===== src/rtl/fp_mul_arbiter_if.sv =====
// Request/result channel bundle for fp_mul_arbiter: packed per-requester operands
// in, tagged multiplier results out.
interface fp_mul_arbiter_if #(
  parameter int unsigned NUM_REQ        = 4,
  parameter int unsigned ID_W           = 2,
  parameter int unsigned EXPONENT_WIDTH = 8,
  parameter int unsigned MANTISSA_WIDTH = 23
);
  localparam int unsigned W = EXPONENT_WIDTH + MANTISSA_WIDTH + 1;

  logic [NUM_REQ-1:0]   req_valid;
  logic [NUM_REQ-1:0]   req_ready;
  logic [NUM_REQ*W-1:0] req_a;
  logic [NUM_REQ*W-1:0] req_b;
  logic                 res_valid;
  logic                 res_ready;
  logic [W-1:0]         res_data;
  logic [ID_W-1:0]      res_id;

  modport master (
    output req_valid, req_a, req_b, res_ready,
    input  req_ready, res_valid, res_data, res_id
  );

  modport slave (
    input  req_valid, req_a, req_b, res_ready,
    output req_ready, res_valid, res_data, res_id
  );
endinterface


===== src/rtl/fp_mul_arbiter.sv =====
// Round-robin sharing of one registered FP multiplier, credit-gated into a tagged
// result FIFO. Optional issue/stall counters enabled by FP_MUL_ARB_STATS_EN.
module fp_mul_arbiter #(
  parameter int unsigned NUM_REQ        = 4,
  parameter int unsigned ID_W           = 2,
  parameter int unsigned EXPONENT_WIDTH = 8,
  parameter int unsigned MANTISSA_WIDTH = 23,
  parameter int unsigned MUL_LAT        = 1,
  parameter int unsigned FIFO_DEPTH     = 4
) (
  input  logic                                    clk,
  input  logic                                    rst,
  fp_mul_arbiter_if.slave                         bus,
  output logic [EXPONENT_WIDTH+MANTISSA_WIDTH:0]  mul_a,
  output logic [EXPONENT_WIDTH+MANTISSA_WIDTH:0]  mul_b,
  input  logic                                    mul_sign,
  input  logic [EXPONENT_WIDTH-1:0]               mul_exp,
  input  logic [MANTISSA_WIDTH-1:0]               mul_prod,
`ifdef FP_MUL_ARB_STATS_EN
  output logic [31:0]                             stat_issue,
  output logic [31:0]                             stat_stall,
  input  logic                                    stat_clr,
`endif
  output logic                                    busy
);
  localparam int unsigned W     = EXPONENT_WIDTH + MANTISSA_WIDTH + 1;
  localparam int unsigned AW    = $clog2(FIFO_DEPTH);
  localparam int unsigned PW    = AW + 1;
  localparam int unsigned CNT_W = $clog2(FIFO_DEPTH + 1);

  logic [ID_W-1:0]  ptr;
  logic [ID_W-1:0]  winner;
  logic             any_valid;
  logic             can_issue;
  logic             issue;
  logic             pop;
  logic             push;
  logic [CNT_W-1:0] cnt;
  logic [MUL_LAT:0] tag_vld;
  logic [ID_W-1:0]  tag_id [MUL_LAT+1];
  logic [W-1:0]     fifo_data [FIFO_DEPTH];
  logic [ID_W-1:0]  fifo_id [FIFO_DEPTH];
  logic [PW-1:0]    wr_ptr;
  logic [PW-1:0]    rd_ptr;

  // Credit covers in-flight ops plus buffered results, so a pop frees a slot this cycle.
  assign pop       = bus.res_valid & bus.res_ready;
  assign can_issue = !rst && ((cnt < CNT_W'(FIFO_DEPTH)) || pop);
  assign any_valid = |bus.req_valid;
  assign issue     = can_issue & any_valid;
  assign push      = tag_vld[MUL_LAT];

  // Later passes overwrite earlier ones: smallest index >= ptr wins, else smallest below ptr.
  always_comb begin
    winner = '0;
    for (int j = NUM_REQ - 1; j >= 0; j--) begin
      if (bus.req_valid[j] && (ID_W'(j) < ptr)) winner = ID_W'(j);
    end
    for (int j = NUM_REQ - 1; j >= 0; j--) begin
      if (bus.req_valid[j] && (ID_W'(j) >= ptr)) winner = ID_W'(j);
    end
  end

  always_comb begin
    bus.req_ready = '0;
    if (issue) bus.req_ready[winner] = 1'b1;
  end

  // Operand registers hold their last value while idle.
  always_ff @(posedge clk) begin
    if (rst) begin
      mul_a <= '0;
      mul_b <= '0;
    end else if (issue) begin
      mul_a <= bus.req_a[32'(winner)*W +: W];
      mul_b <= bus.req_b[32'(winner)*W +: W];
    end
  end

  // Pointer, credit count and tag pipe aligned with the multiplier latency.
  always_ff @(posedge clk) begin
    if (rst) begin
      ptr     <= '0;
      cnt     <= '0;
      tag_vld <= '0;
      for (int i = 0; i <= MUL_LAT; i++) tag_id[i] <= '0;
    end else begin
      if (issue) ptr <= (winner == ID_W'(NUM_REQ - 1)) ? '0 : winner + ID_W'(1);
      cnt        <= cnt + CNT_W'(issue) - CNT_W'(pop);
      tag_vld[0] <= issue;
      tag_id[0]  <= winner;
      for (int i = 1; i <= MUL_LAT; i++) begin
        tag_vld[i] <= tag_vld[i-1];
        tag_id[i]  <= tag_id[i-1];
      end
    end
  end

  // Result FIFO; storage is cleared on reset so the idle head reads as zero.
  always_ff @(posedge clk) begin
    if (rst) begin
      wr_ptr <= '0;
      rd_ptr <= '0;
      for (int i = 0; i < FIFO_DEPTH; i++) begin
        fifo_data[i] <= '0;
        fifo_id[i]   <= '0;
      end
    end else begin
      if (push) begin
        fifo_data[wr_ptr[AW-1:0]] <= {mul_sign, mul_exp, mul_prod};
        fifo_id[wr_ptr[AW-1:0]]   <= tag_id[MUL_LAT];
        wr_ptr                    <= wr_ptr + PW'(1);
      end
      if (pop) rd_ptr <= rd_ptr + PW'(1);
    end
  end

  assign bus.res_valid = (wr_ptr != rd_ptr);
  assign bus.res_data  = fifo_data[rd_ptr[AW-1:0]];
  assign bus.res_id    = fifo_id[rd_ptr[AW-1:0]];
  assign busy          = (cnt != '0);

`ifdef FP_MUL_ARB_STATS_EN
  logic stall;
  assign stall = any_valid & ~can_issue;

  // Saturating counters; clear wins over increment.
  always_ff @(posedge clk) begin
    if (rst || stat_clr) begin
      stat_issue <= '0;
      stat_stall <= '0;
    end else begin
      if (issue && (stat_issue != '1)) stat_issue <= stat_issue + 32'd1;
      if (stall && (stat_stall != '1)) stat_stall <= stat_stall + 32'd1;
    end
  end
`endif
endmodule


===== src/flat_wrapper.sv =====
// flat-port wrapper written by rule: the top's interface ports become plain ports
module fp_mul_arbiter_flat 
#(
  parameter int unsigned NUM_REQ        = 4,
  parameter int unsigned ID_W           = 2,
  parameter int unsigned EXPONENT_WIDTH = 8,
  parameter int unsigned MANTISSA_WIDTH = 23,
  parameter int unsigned MUL_LAT        = 1,
  parameter int unsigned FIFO_DEPTH     = 4
)
  (clk, rst, mul_a, mul_b, mul_sign, mul_exp, mul_prod, busy, bus_req_valid, bus_req_a, bus_req_b, bus_res_ready, bus_req_ready, bus_res_valid, bus_res_data, bus_res_id);
  fp_mul_arbiter_if #(.NUM_REQ(NUM_REQ), .ID_W(ID_W), .EXPONENT_WIDTH(EXPONENT_WIDTH), .MANTISSA_WIDTH(MANTISSA_WIDTH)) bus_i ();
  input  logic clk;
  input  logic rst;
  output logic [EXPONENT_WIDTH+MANTISSA_WIDTH:0] mul_a;
  output logic [EXPONENT_WIDTH+MANTISSA_WIDTH:0] mul_b;
  input  logic mul_sign;
  input  logic [EXPONENT_WIDTH-1:0] mul_exp;
  input  logic [MANTISSA_WIDTH-1:0] mul_prod;
  output logic busy;
  input wire logic [$bits(bus_i.req_valid)-1:0] bus_req_valid;
  input wire logic [$bits(bus_i.req_a)-1:0] bus_req_a;
  input wire logic [$bits(bus_i.req_b)-1:0] bus_req_b;
  input wire logic [$bits(bus_i.res_ready)-1:0] bus_res_ready;
  output wire logic [$bits(bus_i.req_ready)-1:0] bus_req_ready;
  output wire logic [$bits(bus_i.res_valid)-1:0] bus_res_valid;
  output wire logic [$bits(bus_i.res_data)-1:0] bus_res_data;
  output wire logic [$bits(bus_i.res_id)-1:0] bus_res_id;
  assign bus_i.req_valid = bus_req_valid;
  assign bus_i.req_a = bus_req_a;
  assign bus_i.req_b = bus_req_b;
  assign bus_i.res_ready = bus_res_ready;
  assign bus_req_ready = bus_i.req_ready;
  assign bus_res_valid = bus_i.res_valid;
  assign bus_res_data = bus_i.res_data;
  assign bus_res_id = bus_i.res_id;
  fp_mul_arbiter #(.NUM_REQ(NUM_REQ), .ID_W(ID_W), .EXPONENT_WIDTH(EXPONENT_WIDTH), .MANTISSA_WIDTH(MANTISSA_WIDTH), .MUL_LAT(MUL_LAT), .FIFO_DEPTH(FIFO_DEPTH)) u_core (.clk(clk), .rst(rst), .bus(bus_i), .mul_a(mul_a), .mul_b(mul_b), .mul_sign(mul_sign), .mul_exp(mul_exp), .mul_prod(mul_prod), .busy(busy));
endmodule

===== config.mk =====
export PLATFORM = sky130hd
export DESIGN_NAME = fp_mul_arbiter_flat
export DESIGN_NICKNAME = d
export VERILOG_FILES = /design/src/rtl/fp_mul_arbiter_if.sv /design/src/rtl/fp_mul_arbiter.sv /design/src/flat_wrapper.sv
export SDC_FILE = /design/constraint.sdc
export NUM_CORES = 1
export LEC_CHECK = 0
export BUFFER_PORTS_ARGS = -buffer_cell sky130_fd_sc_hd__buf_2
export CORE_MARGIN = 5
export CORE_UTILIZATION = 45
export CTS_BUF_LIST = sky130_fd_sc_hd__clkbuf_16
export DETAILED_ROUTE_END_ITERATION = 7
export PLACE_DENSITY = 0.83
export RECOVER_POWER = 25
export SYNTH_ARGS = -nofsm -noshare
export SYNTH_HDL_FRONTEND = slang
export SYNTH_SLANG_ARGS = --single-unit

===== constraint.sdc =====
create_clock -name clk -period 2.9 [get_ports clk]
set_input_delay 0.58 -clock clk [delete_from_list [all_inputs] [get_ports clk]]
set_output_delay 0.58 -clock clk [all_outputs]
set_load 0.01 [all_outputs]

Word level (Yosys, flattened, before mapping)
Memory sizes are Yosys's and may differ from the RTL's. A register that Yosys moved wholly into a read port is not among the register bits.
Index checks and enable logic that the tools add are counted.
{"block": "word_totals", "reg_bits": 77, "mem_bits_rw": 140, "input_bits": 295, "out_inout_bits": 104, "elab_cells": 80, "n_memories": 3}
{"block": "classes", "add_sub_neg": 5, "order_cmp": 11, "eq_ne": 2, "shift": 2, "muxes": 30, "bitwise_logic": 4, "n_reduce_logical": 16}
{"memory": "u_core.fifo_data", "words": 4, "word_bits": 32, "read_ports": 1, "rd_clocked_by_memory_dff": 1, "wr": 4, "line_no": "fp_mul_arbiter.sv:41", "rtl": "logic [W-1:0] fifo_data [FIFO_DEPTH];"}
{"memory": "u_core.fifo_id", "words": 4, "word_bits": 2, "read_ports": 1, "rd_clocked_by_memory_dff": 1, "wr": 4, "line_no": "fp_mul_arbiter.sv:42", "rtl": "logic [ID_W-1:0] fifo_id [FIFO_DEPTH];"}
{"memory": "u_core.tag_id", "words": 2, "word_bits": 2, "read_ports": 2, "rd_clocked_by_memory_dff": 0, "wr": 2, "line_no": "fp_mul_arbiter.sv:40", "rtl": "logic [ID_W-1:0] tag_id [MUL_LAT+1];"}
{"operator": "variable part select 128 x 8 -> 32 bit", "n": 2}
{"operator": "2-to-1 mux 2 bit", "n": 18}
{"operator": "2-to-1 mux 32 bit", "n": 1}
{"operator": "OR reduction 32 bit", "n": 1}
{"operator": "logical AND 1 bit", "n": 10}
{"operator": "2-to-1 mux 1 bit", "n": 9}
{"operator": "adder 3 x 1 -> 3 bit, second input constant", "n": 2}
{"operator": ">= comparator 1 x 2 -> 1 bit, first input constant", "n": 2}
{"operator": ">= comparator 2 bit, first input constant", "n": 2}
{"operator": "less-than comparator 1 x 2 -> 1 bit, first input constant", "n": 2}
{"operator": "less-than comparator 2 bit, first input constant", "n": 2}
{"operator": "2-to-1 mux 4 bit", "n": 1}
{"operator": "OR reduction 4 bit", "n": 1}
{"operator": "adder 3 x 1 -> 3 bit", "n": 1}
{"operator": "less-than comparator 2 x 3 -> 1 bit, second input constant", "n": 1}
{"operator": "less-than comparator 3 bit, second input constant", "n": 1}
{"operator": "inequality test 3 bit", "n": 1}
{"operator": "nonzero test 3 bit", "n": 1}
{"operator": "subtractor 3 x 1 -> 3 bit", "n": 1}
{"operator": "adder 2 x 1 -> 2 bit, second input constant", "n": 1}
{"operator": "AND 1 bit", "n": 2}
{"operator": "demux 1 bit (select 2 bit)", "n": 1}
{"operator": "== test 2 bit, second input constant", "n": 1}
{"operator": ">= comparator 2 x 1 -> 1 bit, second input constant", "n": 1}
{"operator": "other kinds (4)", "n": 5}

Longest topological paths before layout
{"block": "logic_depth", "word_depth": 15, "ltp_mapped": 12, "depth_no_buf": 10}

Worst setup path before layout
Ideal clock, no wire load.
{"block": "synth_path", "path_type": "register -> register", "startpoint": "register u_core.wr_ptr[0]", "endpoint": "register u_core.cnt[2]", "setup_time_ns": 0.128, "arrival_time_ns": 2.674, "required_ns": 2.772, "path_slack_ns": 0.099, "stages_incl_launch_ff": 13, "n_path_buf": 2, "synth_period_minus_slack_ns": 2.801, "path_cell_list": "dfxtp_1 -> xor2_1 -> o31ai_2 -> a211oi_4 -> inv_2 -> buf_2 -> buf_2 -> ha_1 -> inv_1 -> ha_1 -> fa_1 -> xnor2_1 -> nor2_1"}
{"block": "synth_via", "elab_chain_len": 7}
{"item": "start: declaration", "line_no": "fp_mul_arbiter.sv:43", "rtl": "logic [PW-1:0] wr_ptr;"}
{"item": "start signal: assignment", "line_no": "fp_mul_arbiter.sv:112", "rtl": "wr_ptr <= wr_ptr + PW'(1);"}
{"item": "inequality test 3 bit *", "line_no": "fp_mul_arbiter.sv:118", "rtl": "assign bus.res_valid = (wr_ptr != rd_ptr);"}
{"item": "AND 1 bit *", "line_no": "fp_mul_arbiter.sv:47", "rtl": "assign pop = bus.res_valid & bus.res_ready;"}
{"item": "logical OR 1 bit", "line_no": "fp_mul_arbiter.sv:48", "rtl": "assign can_issue = !rst && ((cnt < CNT_W'(FIFO_DEPTH)) || pop);"}
{"item": "logical AND 1 bit", "line_no": "fp_mul_arbiter.sv:48"}
{"item": "AND 1 bit", "line_no": "fp_mul_arbiter.sv:50", "rtl": "assign issue = can_issue & any_valid;"}
{"item": "adder 3 x 1 -> 3 bit", "line_no": "fp_mul_arbiter.sv:89", "rtl": "cnt <= cnt + CNT_W'(issue) - CNT_W'(pop);"}
{"item": "subtractor 3 x 1 -> 3 bit *", "line_no": "fp_mul_arbiter.sv:89"}
{"item": "end signal: assignment", "line_no": "fp_mul_arbiter.sv:89"}
{"item": "end: declaration", "line_no": "fp_mul_arbiter.sv:38", "rtl": "logic [CNT_W-1:0] cnt;"}
Every way passes the cells marked *; elsewhere a longest branch is shown, timed or not.
A chain may end at the register's enable or synchronous reset.

Final worst setup path
{"block": "layout_path", "startpoint": "register u_core.ptr[0]", "endpoint": "output port bus_req_ready[3]"}
{"block": "layout_via", "elab_chain_len": 15, "elab_cells_between_ends": 30, "cone_classes": "10 x order compare; 11 x mux; 9 x reduce/logical"}
{"item": "start: declaration", "line_no": "fp_mul_arbiter.sv:31", "rtl": "logic [ID_W-1:0] ptr;"}
{"item": "start signal: assignment", "line_no": "fp_mul_arbiter.sv:88", "rtl": "if (issue) ptr <= (winner == ID_W'(NUM_REQ - 1)) ? '0 : winner + ID_W'(1);"}
{"item": "less-than comparator 2 bit", "line_no": "fp_mul_arbiter.sv:57", "rtl": "if (bus.req_valid[j] && (ID_W'(j) < ptr)) winner = ID_W'(j);"}
{"item": "logical AND 1 bit", "line_no": "fp_mul_arbiter.sv:57"}
{"item": "2-to-1 mux 2 bit (4 in series)", "line_no": "fp_mul_arbiter.sv:57"}
{"item": "2-to-1 mux 2 bit (3 in series)", "line_no": "fp_mul_arbiter.sv:60", "rtl": "if (bus.req_valid[j] && (ID_W'(j) >= ptr)) winner = ID_W'(j);"}
{"item": "2-to-1 mux 2 bit *", "line_no": "fp_mul_arbiter.sv:60"}
{"item": "less-than comparator 2 x 3 -> 1 bit (not written as such) or >= comparator 2 x 1 -> 1 bit (tied branches)", "line_no": "fp_mul_arbiter.sv:66", "rtl": "if (issue) bus.req_ready[winner] = 1'b1;"}
{"item": "logical AND 1 bit (not written as such)", "line_no": "fp_mul_arbiter.sv:66"}
{"item": "2-to-1 mux 1 bit (not written as such)", "line_no": "fp_mul_arbiter.sv:66"}
{"item": "demux 1 bit (select 2 bit) *"}
{"item": "2-to-1 mux 4 bit *", "line_no": "fp_mul_arbiter.sv:66"}
{"item": "end: declaration", "line_no": "flat_wrapper.sv:25", "rtl": "output wire logic [$bits(bus_i.req_ready)-1:0] bus_req_ready;"}
Marks and branches as above.

==> flow_metrics.py <==
metrics = {
    "logic_synthesis": {
        "synth_edf_count": 136,
        "ys_seq_elements": 219,
        "syn_area_um2": 11000,
        "synth_nets": 1194,
        "ys_types": 45,
        "synthFlopType": "edfxtp_1",
        "ys_warn_count": 0,
        "yosysSeqAreaShare_pct": 52.2,
        "synthArstFlopShare_pct": 0,
        "synth_area_per_cell_um2": 12.4,
        "synthCells": 890,
    },
    "cells_and_area": {
        "layout.nets": 1564,
        "drive_gt1_share_pct": 42.0,
        "finalNonFillerCells": 1601,
        "area_growth_pct": 28.8,
    },
    "clocking": {
        "cts_tree": "yes",
        "cts_root_buf": "clkbuf_16",
        "cts_resized": 0,
        "numCtsBuffers": 23,
        "cts_max_level": 1,
        "clkLatencyLatePin_ns": 0.50,
        "cts_sinks": 219,
        "clk_pin_slew_ns": 0.06,
        "hold_buffers": 0,
        "clockBufferDepth": 3,
        "cts_setup_buffers": 0,
    },
    "floorplanning": {
        "die_x_um": 166,
        "rows": 57,
        "die_area_um2": 27700,
        "die_y_um": 166,
        "core_area_um2": 24200,
        "pin_count": 399,
        "start_util_pct": 45.5,
    },
    "detailed_routing": {
        "viasPerCell": 5.69,
        "ant_nets": 0,
        "drt_wl_total_um": 34900,
        "avgRoutedWirePerCell_um": 21.8,
        "drc": 0,
        "drtIter0Drc": 905,
        "via_count": 9111,
        "drtPass1Iterations": 5,
    },
    "sta": {
        "finalCriticalPeriod_ns": 2.79,
        "period_share_pct": 96.1,
        "slew_viol_final": 0,
        "setup_viol": 0,
        "rsz0062_at_grt": "no",
        "final.setup.tns_ns": 0,
        "clock_skew_ns": 0.0163,
        "tightest_slew_ns": 1.47,
        "fmax_mhz": 359,
        "hold_violations": 0,
        "slew-limit-headroom_pct": 2.17,
    },
    "critical_path": {
        "cp-start-kind": "flip-flop",
        "reg2reg_slack_ns": 0.41,
        "crit_path_max_fanout": 5,
        "required_ns": 2.32,
        "crit_type": "flip-flop to output pin",
        "cp.arrival_ns": 2.21,
        "crit_path_end_kind": "output pin",
    },
    "placed_design": {
        "gp_congestion": 0.945,
        "dp_hpwl_um": 25200,
        "dp.cells": 1559,
        "portBuffers": 398,
    },
    "global_route": {
        "grt_max_degree": 78,
        "grt_pass1_wl_um": 53400,
        "globalRouteTotalUtil_pct": 23.9,
        "antenna_found_initial": 3,
        "grt_pass1_vias": 9456,
        "grt.overflow.total": 0,
    },
    "run": {
        "cap_viol_max_count": 0,
    },
    "power": {
        "p_leak_nw": 5.72,
        "max-vdd-ir-drop_mv": 0.406,
        "pwr_density_cell_nw_per_um2": 706,
    },
    "outcome": {
        "status": "completed",
    },
    "hold_path": {
        "min_path_type": "primary input to flip-flop",
    },
}
==> critical path, cell delays in order, from the launching register on <==
cell and delay (ns):
dfxtp_1 0.44, inv_1 0.11, a221o_1 0.37, nand2_2 0.12, clkinv_1 0.17, ha_1 0.24
and2_1 0.13, buf_2 0.14
==> metal layers <==
metal | share of wire, % | global-route usage [%] | up-vias
li1 | - | - | 4154
met2 | 50 | 40.6 | 538
met5 | 0 | 0 | -
met4 | 4.2 | 9.21 | 0
met3 | 10 | 6.59 | 99
met1 | 36 | 29.2 | 4320
==> power breakdown <==
part	switching, mW	internal, mW
Clock	1.17	2.06
Combinational	1.61	1.22
Sequential	0.222	3.73
==> area by class of cell <==
cell class | instances | area, µm²
Clock inverter | 18 | 258
Tap cell | 324 | 405
Sequential cell | 219 | 5750
Fill cell | 1939 | 10000
Clock buffer | 23 | 576
Timing Repair Buffer | 430 | 2260
Antenna cell | 1 | 2.50
Multi-Input combinational cell | 578 | 4900
Inverter | 8 | 30.0
==> final timing paths <==
path,start,end,depth (start not counted)
max,u_core.ptr[0],bus_req_ready[3],7
max reg2reg,u_core.wr_ptr[0],u_core.cnt[2],9
min,mul_prod[12],u_core.fifo_data[2][12],2
min reg2reg,u_core.tag_id[0][0],u_core.tag_id[0][2],1
==> Yosys cell counts (all sizes together) (2+ instances only) <==
cell type  count  share of area (%)
mux2          52                5.3
clkbuf        61                2.1
ha             8               0.91
a21boi        23                1.6
xor2           5               0.40
xnor2          4               0.32
dfxtp         83                 15
and2         140                8.0
nand2          7               0.24
buf           24                1.3
or2            3               0.17
nand2b         2               0.11
edfxtp       136                 37
a211oi        78                6.0
inv            7               0.24
nor2          15               0.65
nor3b          2               0.14
nand3b        11               0.75
mux4          34                7.0
nand3         52                2.4
mux2i          5               0.45
nor2b         10               0.57
o21ai         52                2.4
or3            2               0.11
o31ai         12                1.2
a221o         53                4.8
==> sequential cells by signal (all words and copies together), names as in the netlist, named ones only <==
name              count
u_core.cnt            3
u_core.mul_b         32
u_core.ptr            2
u_core.mul_a         32
u_core.rd_ptr         3
u_core.fifo_id        8
u_core.fifo_data    128
u_core.tag_vld        2
u_core.wr_ptr         3
u_core.tag_id         4
==> cells in the final DEF (no fill, tap or decap), types with 4 or more instances in the layout <==
| cell type | netlist | final |
|---|---|---|
| o31ai_1 | 4 | 4 |
| xnor2_1 | 4 | 4 |
| a211oi_1 | 65 | 65 |
| buf_2 | 16 | 359 |
| mux4_2 | 34 | 34 |
| clkbuf_1 | 61 | 43 |
| a211oi_2 | 12 | 11 |
| nor2b_1 | 10 | 9 |
| a221o_1 | 53 | 53 |
| bufinv_16 | 0 | 7 |
| and2_0 | 0 | 43 |
| mux2_1 | 10 | 10 |
| ha_1 | 8 | 8 |
| inv_1 | 5 | 8 |
| o21ai_0 | 52 | 52 |
| a21boi_0 | 22 | 22 |
| nor2_1 | 13 | 13 |
| mux2i_1 | 5 | 4 |
| and2_1 | 140 | 97 |
| o31ai_2 | 8 | 8 |
| nand3b_1 | 11 | 11 |
| buf_4 | 1 | 21 |
| clkinv_1 | 1 | 7 |
| mux2_2 | 42 | 42 |
| dfxtp_1 | 83 | 81 |
| clkbuf_16 | 0 | 23 |
| xor2_1 | 5 | 5 |
| edfxtp_1 | 136 | 136 |
| buf_12 | 0 | 7 |
| nand3_1 | 52 | 52 |
| nand2_1 | 7 | 6 |
==> per-stage QoR <==
step | hold WS [ns] | setup slack [ns] | instance area (µm²) | util [%] | power, mW
6_report | 0.401 | 0.114 | 14200 | 58.6 | 10.0
3_3_place_gp | 0.424 | 0.393 | 13400 | 55.4 | 6.82
4_1_cts | 0.383 | 0.00349 | 14200 | 58.9 | 10.1
3_5_place_dp | 0.425 | 0.319 | 13400 | 55.4 | 6.88
5_1_grt | 0.393 | 0.0192 | 14200 | 58.6 | 10.5
2_1_floorplan | 0.414 | 0.0987 | 11000 | - | 5.68
==> cell families (layout without fill, tap and decap cells) <==
family	after synthesis	count (layout)	synth area share, %
other cells	0	1	0
flops	219	219	52.2
mux	91	91	12.7
xor+xnor	9	9	0.716
simple gates	246	246	13.2
compound gates	223	223	16.3
fa+ha+maj	9	9	1.09
buf+inv	93	479	3.66
(Power assumes the default switching activity.)
